===== config.mk =====
export PLATFORM = sky130hd
export DESIGN_NAME = trig_burst_gen
export DESIGN_NICKNAME = d
export VERILOG_FILES = /design/src/rtl/trig_burst_gen.sv
export SDC_FILE = /design/constraint.sdc
export NUM_CORES = 1
export LEC_CHECK = 0
export ABC_CLOCK_PERIOD_IN_PS = 2150
export CAP_MARGIN = 20
export CORE_UTILIZATION = 49
export DETAILED_ROUTE_END_ITERATION = 8
export GPL_TIMING_DRIVEN = 0
export PLACE_DENSITY = 0.76
export SYNTH_ARGS = -nofsm -noshare
export SYNTH_HDL_FRONTEND = slang
export SYNTH_SLANG_ARGS = --single-unit

===== constraint.sdc =====
create_clock -name clk -period 2.15 [get_ports clk]
set_input_delay 0.43 -clock clk [delete_from_list [all_inputs] [get_ports clk]]
set_output_delay 0.43 -clock clk [all_outputs]
set_load 0.01 [all_outputs]

===== src/rtl/trig_burst_gen.sv =====
// Burst pulse generator: each accepted trigger emits BURST_LEN pulses of
// PULSE_W cycles, spaced PERIOD cycles apart, then a one-cycle done strobe.
// Reports busy, dropped triggers (missed) and a saturating completed-burst count.
module trig_burst_gen #(
  parameter int BURST_LEN = 4,
  parameter int PERIOD    = 3,
  parameter int PULSE_W   = 1,
  parameter int CNT_W     = 8
) (
  input  logic             clk,
  input  logic             rst_n,
  input  logic             trigger,
  input  logic             abort,
  input  logic             cnt_clr,
  output logic             pulse_out,
  output logic             busy,
  output logic             done,
  output logic             missed,
  output logic [CNT_W-1:0] evt_cnt
);

  localparam int GAP_W   = PERIOD - PULSE_W;
  localparam int TMR_MAX = (PULSE_W > GAP_W) ? (PULSE_W - 1) : (GAP_W - 1);
  localparam int TMR_W   = (TMR_MAX > 0) ? $clog2(TMR_MAX + 1) : 1;
  localparam int IDX_W   = (BURST_LEN > 1) ? $clog2(BURST_LEN) : 1;

  localparam logic [TMR_W-1:0] PW_LAST  = TMR_W'(PULSE_W - 1);
  localparam logic [TMR_W-1:0] GAP_LAST = TMR_W'(GAP_W - 1);
  localparam logic [IDX_W-1:0] IDX_LAST = IDX_W'(BURST_LEN - 1);

  typedef enum logic [1:0] {
    IDLE,
    PULSE,
    GAP,
    DONE
  } state_t;

  state_t           state_q, state_d;
  logic [TMR_W-1:0] tmr_q, tmr_d;
  logic [IDX_W-1:0] idx_q, idx_d;
  logic             inc;
  logic             missed_d;

  // State, phase timer, pulse index and registered outputs
  always_ff @(posedge clk or negedge rst_n) begin
    if (!rst_n) begin
      state_q   <= IDLE;
      tmr_q     <= '0;
      idx_q     <= '0;
      pulse_out <= 1'b0;
      busy      <= 1'b0;
      done      <= 1'b0;
      missed    <= 1'b0;
    end else begin
      state_q   <= state_d;
      tmr_q     <= tmr_d;
      idx_q     <= idx_d;
      // Outputs are decoded from the next state so they line up with it
      pulse_out <= (state_d == PULSE);
      busy      <= (state_d != IDLE);
      done      <= (state_d == DONE);
      missed    <= missed_d;
    end
  end

  // Next-state logic: phase timing, abort handling and dropped-trigger detect
  always_comb begin
    state_d  = state_q;
    tmr_d    = tmr_q;
    idx_d    = idx_q;
    inc      = 1'b0;
    missed_d = (state_q != IDLE) && trigger && !abort;
    case (state_q)
      IDLE: begin
        if (trigger && !abort) begin
          state_d = PULSE;
          tmr_d   = '0;
          idx_d   = '0;
        end
      end
      PULSE: begin
        if (abort) begin
          state_d = IDLE;
        end else if (tmr_q == PW_LAST) begin
          tmr_d = '0;
          if (idx_q == IDX_LAST) begin
            state_d = DONE;
            inc     = 1'b1;
          end else begin
            state_d = GAP;
          end
        end else begin
          tmr_d = tmr_q + 1'b1;
        end
      end
      GAP: begin
        if (abort) begin
          state_d = IDLE;
        end else if (tmr_q == GAP_LAST) begin
          tmr_d   = '0;
          idx_d   = idx_q + 1'b1;
          state_d = PULSE;
        end else begin
          tmr_d = tmr_q + 1'b1;
        end
      end
      DONE: begin
        state_d = IDLE;
      end
      default: begin
        state_d = IDLE;
      end
    endcase
  end

  // Completed-burst counter: counts on entry to DONE, saturates, clear wins
  always_ff @(posedge clk or negedge rst_n) begin
    if (!rst_n) begin
      evt_cnt <= '0;
    end else if (cnt_clr) begin
      evt_cnt <= '0;
    end else if (inc && (evt_cnt != '1)) begin
      evt_cnt <= evt_cnt + 1'b1;
    end
  end

endmodule

==> reports/results.tsv, run 1 <==
stage	metric	value	unit
status	status	complete, no violations	
sta	slew_headroom	50.5	%
cts	cts-htree-levels	1	
grt	grt_usage	18.4	%
sta	rsz0062_at_grt	false	
cts	cts_buffers	3	
worst_hold_path	hold_class	in -> reg	
grt	grt_max_degree	18	
synthesis	ys_types	32	
grt	grt-ovfl-total	0	
detailed_routing	dr.pass1.iters	4	
floorplan	start_util	55.0	%
sta	fin_crit_sh	88.0	%
worst_setup_path	rr_startpoint	tmr_q	
grt	antenna_found_initial	0	
floorplan	dieHeight	44.3	um
cells_and_area	layout_commonest_cell	dfrtp_1	
synthesis	synthArstFlopShare	100	%
placed_design	dp_hpwl	1.12	mm
grt	grt_pass1_vias	580	
sta	tightestPinTransition	0.741	ns
synthesis	ys.flop_type	dfrtp_1	
cts	cts-resized-gates	0	
detailed_routing	wl_per_cell	11.9	um
job	cap_violations	0	
worst_setup_path	critPathLaunchType	input port	
detailed_routing	met3_length	56	um
detailed_routing	wl_met1	835	um
pwr	p_leak	0.480	nW
sta	finClkSkew	0.00113	ns
synthesis	synth_cells	87	
detailed_routing	drc	0	
cells_and_area	num_antenna_cells	0	
worst_setup_path	cpPeakStageDelay	0.55	ns
sta	report.final.slew_viol_count	0	
sta	hold_violations	0	
sta	setup_ws	0.259	ns
cts	cts_buffer_depth	2	
cts	cts.sinks	17	
floorplan	row_count	14	
placed_design	dp_slack	-0.0441	ns
worst_setup_path	crit_path_end_kind	register	
floorplan	die_x	44.3	um
sta	period_needed	1.89	ns
synthesis	yosysWarnings	0	
cts	clk_latency	0.28	ns
detailed_routing	via_count	669	
sta	setup-violations-final	0	
grt	grt_pass1_wl	2.61	mm
synthesis	synth-edff-count	0	
synthesis	avgSynthCellArea	10.1	um2
worst_setup_path	crit_path_max_fanout	7	
worst_setup_path	required	2.31	ns
worst_setup_path	startpoint	abort	
synthesis	ys_ff_latch	17	
floorplan	dieArea	1960	um2
floorplan	coreArea	1590	um2
cells_and_area	nets	114	
worst_setup_path	path_class	in -> reg	
detailed_routing	ant_nets	0	
cells_and_area	mostFrequentLayoutCells	dfrtp_1 (17), clkdlybuf4s50_1 (15), nor2_1 (9)	
cells_and_area	drive_above_1_share	9.43	%
synthesis	synthesis.nets	94	
floorplan	ios	17	
placed_design	gp_congestion	0.776	
cells_and_area	area_delta_synth_final	23.7	%
cts	hold_buffers	0	
pwr	p_per_area	730	nW/um2
cts	cts_setup_buffers	0	
detailed_routing	top_layer_used	met4	
detailed_routing	met2_length	642	um
pwr	vdd_ir_drop_max	585	uV
cts	clk_pin_slew	0.10	ns
cts	cts_tree	done	
worst_setup_path	cpMaxStageDelayCell	clkdlybuf4s50_1	
detailed_routing	drtIter0Drc	16	
worst_setup_path	arrival	2.06	ns
sta	clock.fmax	0.529	GHz
detailed_routing	avgViaCountPerCell	5.15	
worst_setup_path	path_cells	clkdlybuf4s50_1 -> nor4b_4 -> nand2_1 -> o311ai_0 -> o41ai_1	
cts	cts-root-buf	clkbuf_4	
worst_hold_path	hold_start	cnt_clr	
synthesis	synth_area	877	um2
sta	fin_setup_tns	0	ns
detailed_routing	wirelength	1.54	mm
synthesis	synth_seq_area_share	48.5	%
placed_design	portBuffers	15	
[flip-flops by register name (all words and copies together), names as in the netlist]
name       flops
missed         1
pulse_out      1
tmr_q          1
idx_q          2
state_q        2
evt_cnt        8
busy           1
done           1
[layer usage]
metal  vias to the layer above  GRT usage (%)
met3                         2           3.27
li1                        350              -
met5                         -              0
met1                       303           29.3
met2                        14           23.8
met4                         0           9.09
[worst max-delay path: cells and delay by family]
| kind | cells | cell delay [ns] |
|---|---|---|
| compound gates | 2 | 0.47 |
| simple gates | 2 | 0.61 |
| buf+inv | 1 | 0.55 |
[cell usage after synthesis, drive strengths merged, types with 2 or more instances]
cell type	count	area (um2)
a21oi	4	20.0
dfrtp	17	425
or3	2	12.5
inv	5	18.8
buf	3	18.8
xor2	3	26.3
a22o	2	17.5
nor3	3	15.0
mux2i	2	20.0
o21ai	5	25.0
nor2	9	33.8
nand3	4	20.0
nand2b	2	12.5
nand4	2	12.5
ha	2	25.0
nand2	7	26.3
[cell families (layout without fill, tap and decap cells)]
group / count (synthesis) / after routing / synth area share [%]
and+or+nand+nor: 34 / 34 / 21.1
AOI/OAI and AO/OA: 19 / 19 / 16.3
DFF: 17 / 17 / 48.5
buffers and inverters: 9 / 28 / 4.71
xor gates and xnor gates: 3 / 3 / 3.00
muxes: 3 / 3 / 3.57
adders and majority gates: 2 / 2 / 2.85
[through the flow]
step | hold slack, ns | utilization, % | cells | instance area (um2) | power, mW
floorplan | 0.134 | - | 87 | 877 | 0.551
detailed placement | 0.522 | 66.3 | 126 | 1060 | 0.629
CTS | 0.497 | 68.1 | 130 | 1080 | 0.799
global placement | 0.516 | 66.3 | 126 | 1060 | 0.623
global route | 0.497 | 68.1 | 130 | 1080 | 0.839
finish | 0.492 | 68.1 | 130 | 1080 | 0.791
[path summary, 6_finish.rpt]
path	endpoint	slack, ns	depth (start not counted)
max	evt_cnt[7]	0.26	5
min	evt_cnt[1]	0.49	2
max reg2reg	evt_cnt[7]	0.51	5
min reg2reg	idx_q[1]	0.55	1
max in group asynchronous	pulse_out	1.12	1
min in group asynchronous	evt_cnt[7]	0.57	1
[where the power goes]
part           internal [mW]  switching [mW]  leakage (nW)
clock                 0.0691          0.0995        0.0177
combinational          0.115           0.126         0.230
sequential             0.361          0.0202         0.232
total                  0.545           0.246         0.480
[layout make-up]
type / instances / area (um2)
tap: 24 / 30.0
sequential: 17 / 425
multi-input combinational: 61 / 410
buffer: 4 / 22.5
inverter: 5 / 18.8
clock buffer: 3 / 22.5
fill: 119 / 509
clock inverter: 1 / 5.00
timing repair buffer: 15 / 150
(Power assumes the default switching activity.)
==> inputs of run 2 (changes only) <==
--- a/config.mk
+++ b/config.mk
@@ -10,6 +10,7 @@
 export CORE_UTILIZATION = 49
 export DETAILED_ROUTE_END_ITERATION = 8
 export GPL_TIMING_DRIVEN = 0
+export MAX_ROUTING_LAYER = met4
 export PLACE_DENSITY = 0.76
 export SYNTH_ARGS = -nofsm -noshare
 export SYNTH_HDL_FRONTEND = slang
==> reports/results.tsv, run 2 (synthesis gave the netlist of run 1 again) <==
stage	metric	value	unit	change
pwr	vdd_ir_drop_max	584	uV	was 585 uV
sta	hold_violations	0		unchanged
cts	cts.sinks	17		unchanged
placed_design	portBuffers	15		unchanged
worst_setup_path	rr_startpoint	tmr_q		unchanged
worst_setup_path	cpPeakStageDelay	0.55	ns	about the same
floorplan	row_count	14		unchanged
sta	fin_setup_tns	0	ns	unchanged
cts	clk_pin_slew	0.10	ns	about the same
detailed_routing	drtIter0Drc	16		unchanged
floorplan	coreArea	1590	um2	unchanged
cells_and_area	fin_util	68.1	%	unchanged
worst_setup_path	r2r_cells	5		unchanged
cts	clk_latency	0.28	ns	about the same
cts	cts-resized-gates	0		unchanged
pwr	p_per_area	730	nW/um2	about the same
worst_setup_path	critical_path_cell_count	5		unchanged
sta	rsz0062_at_grt	false		unchanged
cts	cts-root-buf	clkbuf_4		unchanged
worst_setup_path	crit_path_max_fanout	7		unchanged
worst_setup_path	critPathLaunchType	input port		unchanged
worst_hold_path	hold_start	cnt_clr		unchanged
cells_and_area	reg_top3	evt_cnt x8, idx_q x2, state_q x2		unchanged
sta	finClkSkew	0.00115	ns	was 0.00113 ns
cts	cts_setup_buffers	0		unchanged
cells_and_area	top_register	evt_cnt		unchanged
cts	cts_tree	done		unchanged
cells_and_area	largest_reg_flops	8		unchanged
pwr	p_leak	0.480	nW	unchanged
cts	cts_buffers	3		unchanged
worst_setup_path	cp_top_family	simple AND/OR/NAND/NOR gates		unchanged
cells_and_area	drive_above_1_share	9.43	%	unchanged
placed_design	dpl-instance-area	1060	um2	unchanged
grt	grt_pass1_vias	580		unchanged
cts	cts_buffer_depth	2		unchanged
detailed_routing	drc	0		unchanged
cts	hold_buffers	0		unchanged
sta	fin_crit_sh	88.0	%	unchanged
cells_and_area	fin_area	1080	um2	unchanged
sta	tightestPinTransition	0.742	ns	was 0.741 ns
sta	report.final.slew_viol_count	0		unchanged
cells_and_area	multi_input_area	410	um2	unchanged
floorplan	die_x	44.3	um	unchanged
cells_and_area	instances_no_fill	130		unchanged
worst_setup_path	cp-endpoint	evt_cnt[7]		unchanged
cells_and_area	layout_commonest_cell	dfrtp_1		unchanged
cells_and_area	regArea	425	um2	unchanged
sta	clock.fmax	0.529	GHz	unchanged
placed_design	dp_slack	-0.0441	ns	unchanged
sta	period_needed	1.89	ns	unchanged
worst_setup_path	startpoint	abort		unchanged
detailed_routing	wl_per_cell	11.9	um	unchanged
job	cap_violations	0		unchanged
cts	cts-htree-levels	1		unchanged
detailed_routing	via_count	669		unchanged
worst_setup_path	cpMaxStageDelayCell	clkdlybuf4s50_1		unchanged
grt	antenna_found_initial	0		unchanged
floorplan	ios	17		unchanged
detailed_routing	avgViaCountPerCell	5.15		unchanged
sta	setup-violations-final	0		unchanged
detailed_routing	wirelength	1.54	mm	unchanged
detailed_routing	dr.pass1.iters	4		unchanged
floorplan	dieArea	1960	um2	unchanged
worst_setup_path	path_cells	clkdlybuf4s50_1 -> nor4b_4 -> nand2_1 -> o311ai_0 -> o41ai_1		unchanged
worst_setup_path	path_buf_inv	1		unchanged
grt	grt_pass1_wl	2.60	mm	was 2.61 mm
worst_setup_path	arrival	2.06	ns	about the same
cells_and_area	num-fill-cells	119		unchanged
floorplan	start_util	55.0	%	unchanged
worst_setup_path	rrSetupSlack	0.51	ns	about the same
sta	slew_headroom	50.4	%	was 50.5%
placed_design	dp_hpwl	1.12	mm	unchanged
cells_and_area	nets	114		unchanged
grt	grt_usage	19.0	%	was 18.4%
worst_hold_path	hold_class	in -> reg		unchanged
pwr	power	0.792	mW	was 0.791 mW
worst_setup_path	crit_path_end_kind	register		unchanged
floorplan	dieHeight	44.3	um	unchanged
sta	holdWs	0.492	ns	unchanged
worst_setup_path	r2r_end	evt_cnt[7]		unchanged
cells_and_area	mostFrequentLayoutCells	dfrtp_1 (17), clkdlybuf4s50_1 (15), nor2_1 (9)		unchanged
sta	setup_ws	0.259	ns	unchanged
cells_and_area	area_delta_synth_final	23.7	%	unchanged
detailed_routing	ant_nets	0		unchanged
placed_design	gp_congestion	0.786		was 0.776
worst_setup_path	path_class	in -> reg		unchanged
worst_setup_path	required	2.31	ns	about the same
placed_design	dp_cells	126		unchanged
grt	grt_max_degree	18		unchanged
grt	grt-ovfl-total	0		unchanged
status	status	complete, no violations		unchanged
cells_and_area	num_antenna_cells	0		unchanged
-- run 2: cell counts in the layout (fill, tap and decap cells not counted) --
No cell type changed its count.
-- run 2: worst register-to-register path: stages, from the launching register on --
cell,delay (ns)
dfrtp_1,0.37
buf_4,0.16
nor4b_4,0.34
nand2_1,0.18
o311ai_0,0.34
o41ai_1,0.13
-- run 2: cell type report --
class | instances | area share [%]
Timing Repair Buffer | 15 | 13.8
Buffer | 4 | 2.08
Multi-Input combinational cell | 61 | 37.8
Tap cell | 24 | 2.77
Clock buffer | 3 | 2.08
Sequential cell | 17 | 39.2
Inverter | 5 | 1.73
Clock inverter | 1 | 0.461
-- run 2: how the worst min path moves through the flow --
stage                             to  slack (ns)  depth (start not counted)
after floorplan                 busy        0.13                          0
after global placement      idx_q[1]        0.52                          1
after detailed placement    idx_q[1]        0.52                          1
after CTS                 evt_cnt[0]        0.50                          2
after global routing      evt_cnt[0]        0.50                          2
final                     evt_cnt[1]        0.49                          2
-- run 2: layer usage --
metal | GRT usage (%) | wire length (um) | vias up
met5 | - | 0 | -
met4 | 9.09 | 9 | 0
met3 | 2.45 | 43 | 2
met2 | 23.8 | 641 | 14
met1 | 29.9 | 848 | 303
li1 | - | - | 350
-- run 2: where the power goes --
| group | switching [mW] | internal [mW] |
|---|---|---|
| sequential | 0.0202 | 0.361 |
| combinational | 0.127 | 0.115 |
| clock | 0.0995 | 0.0691 |
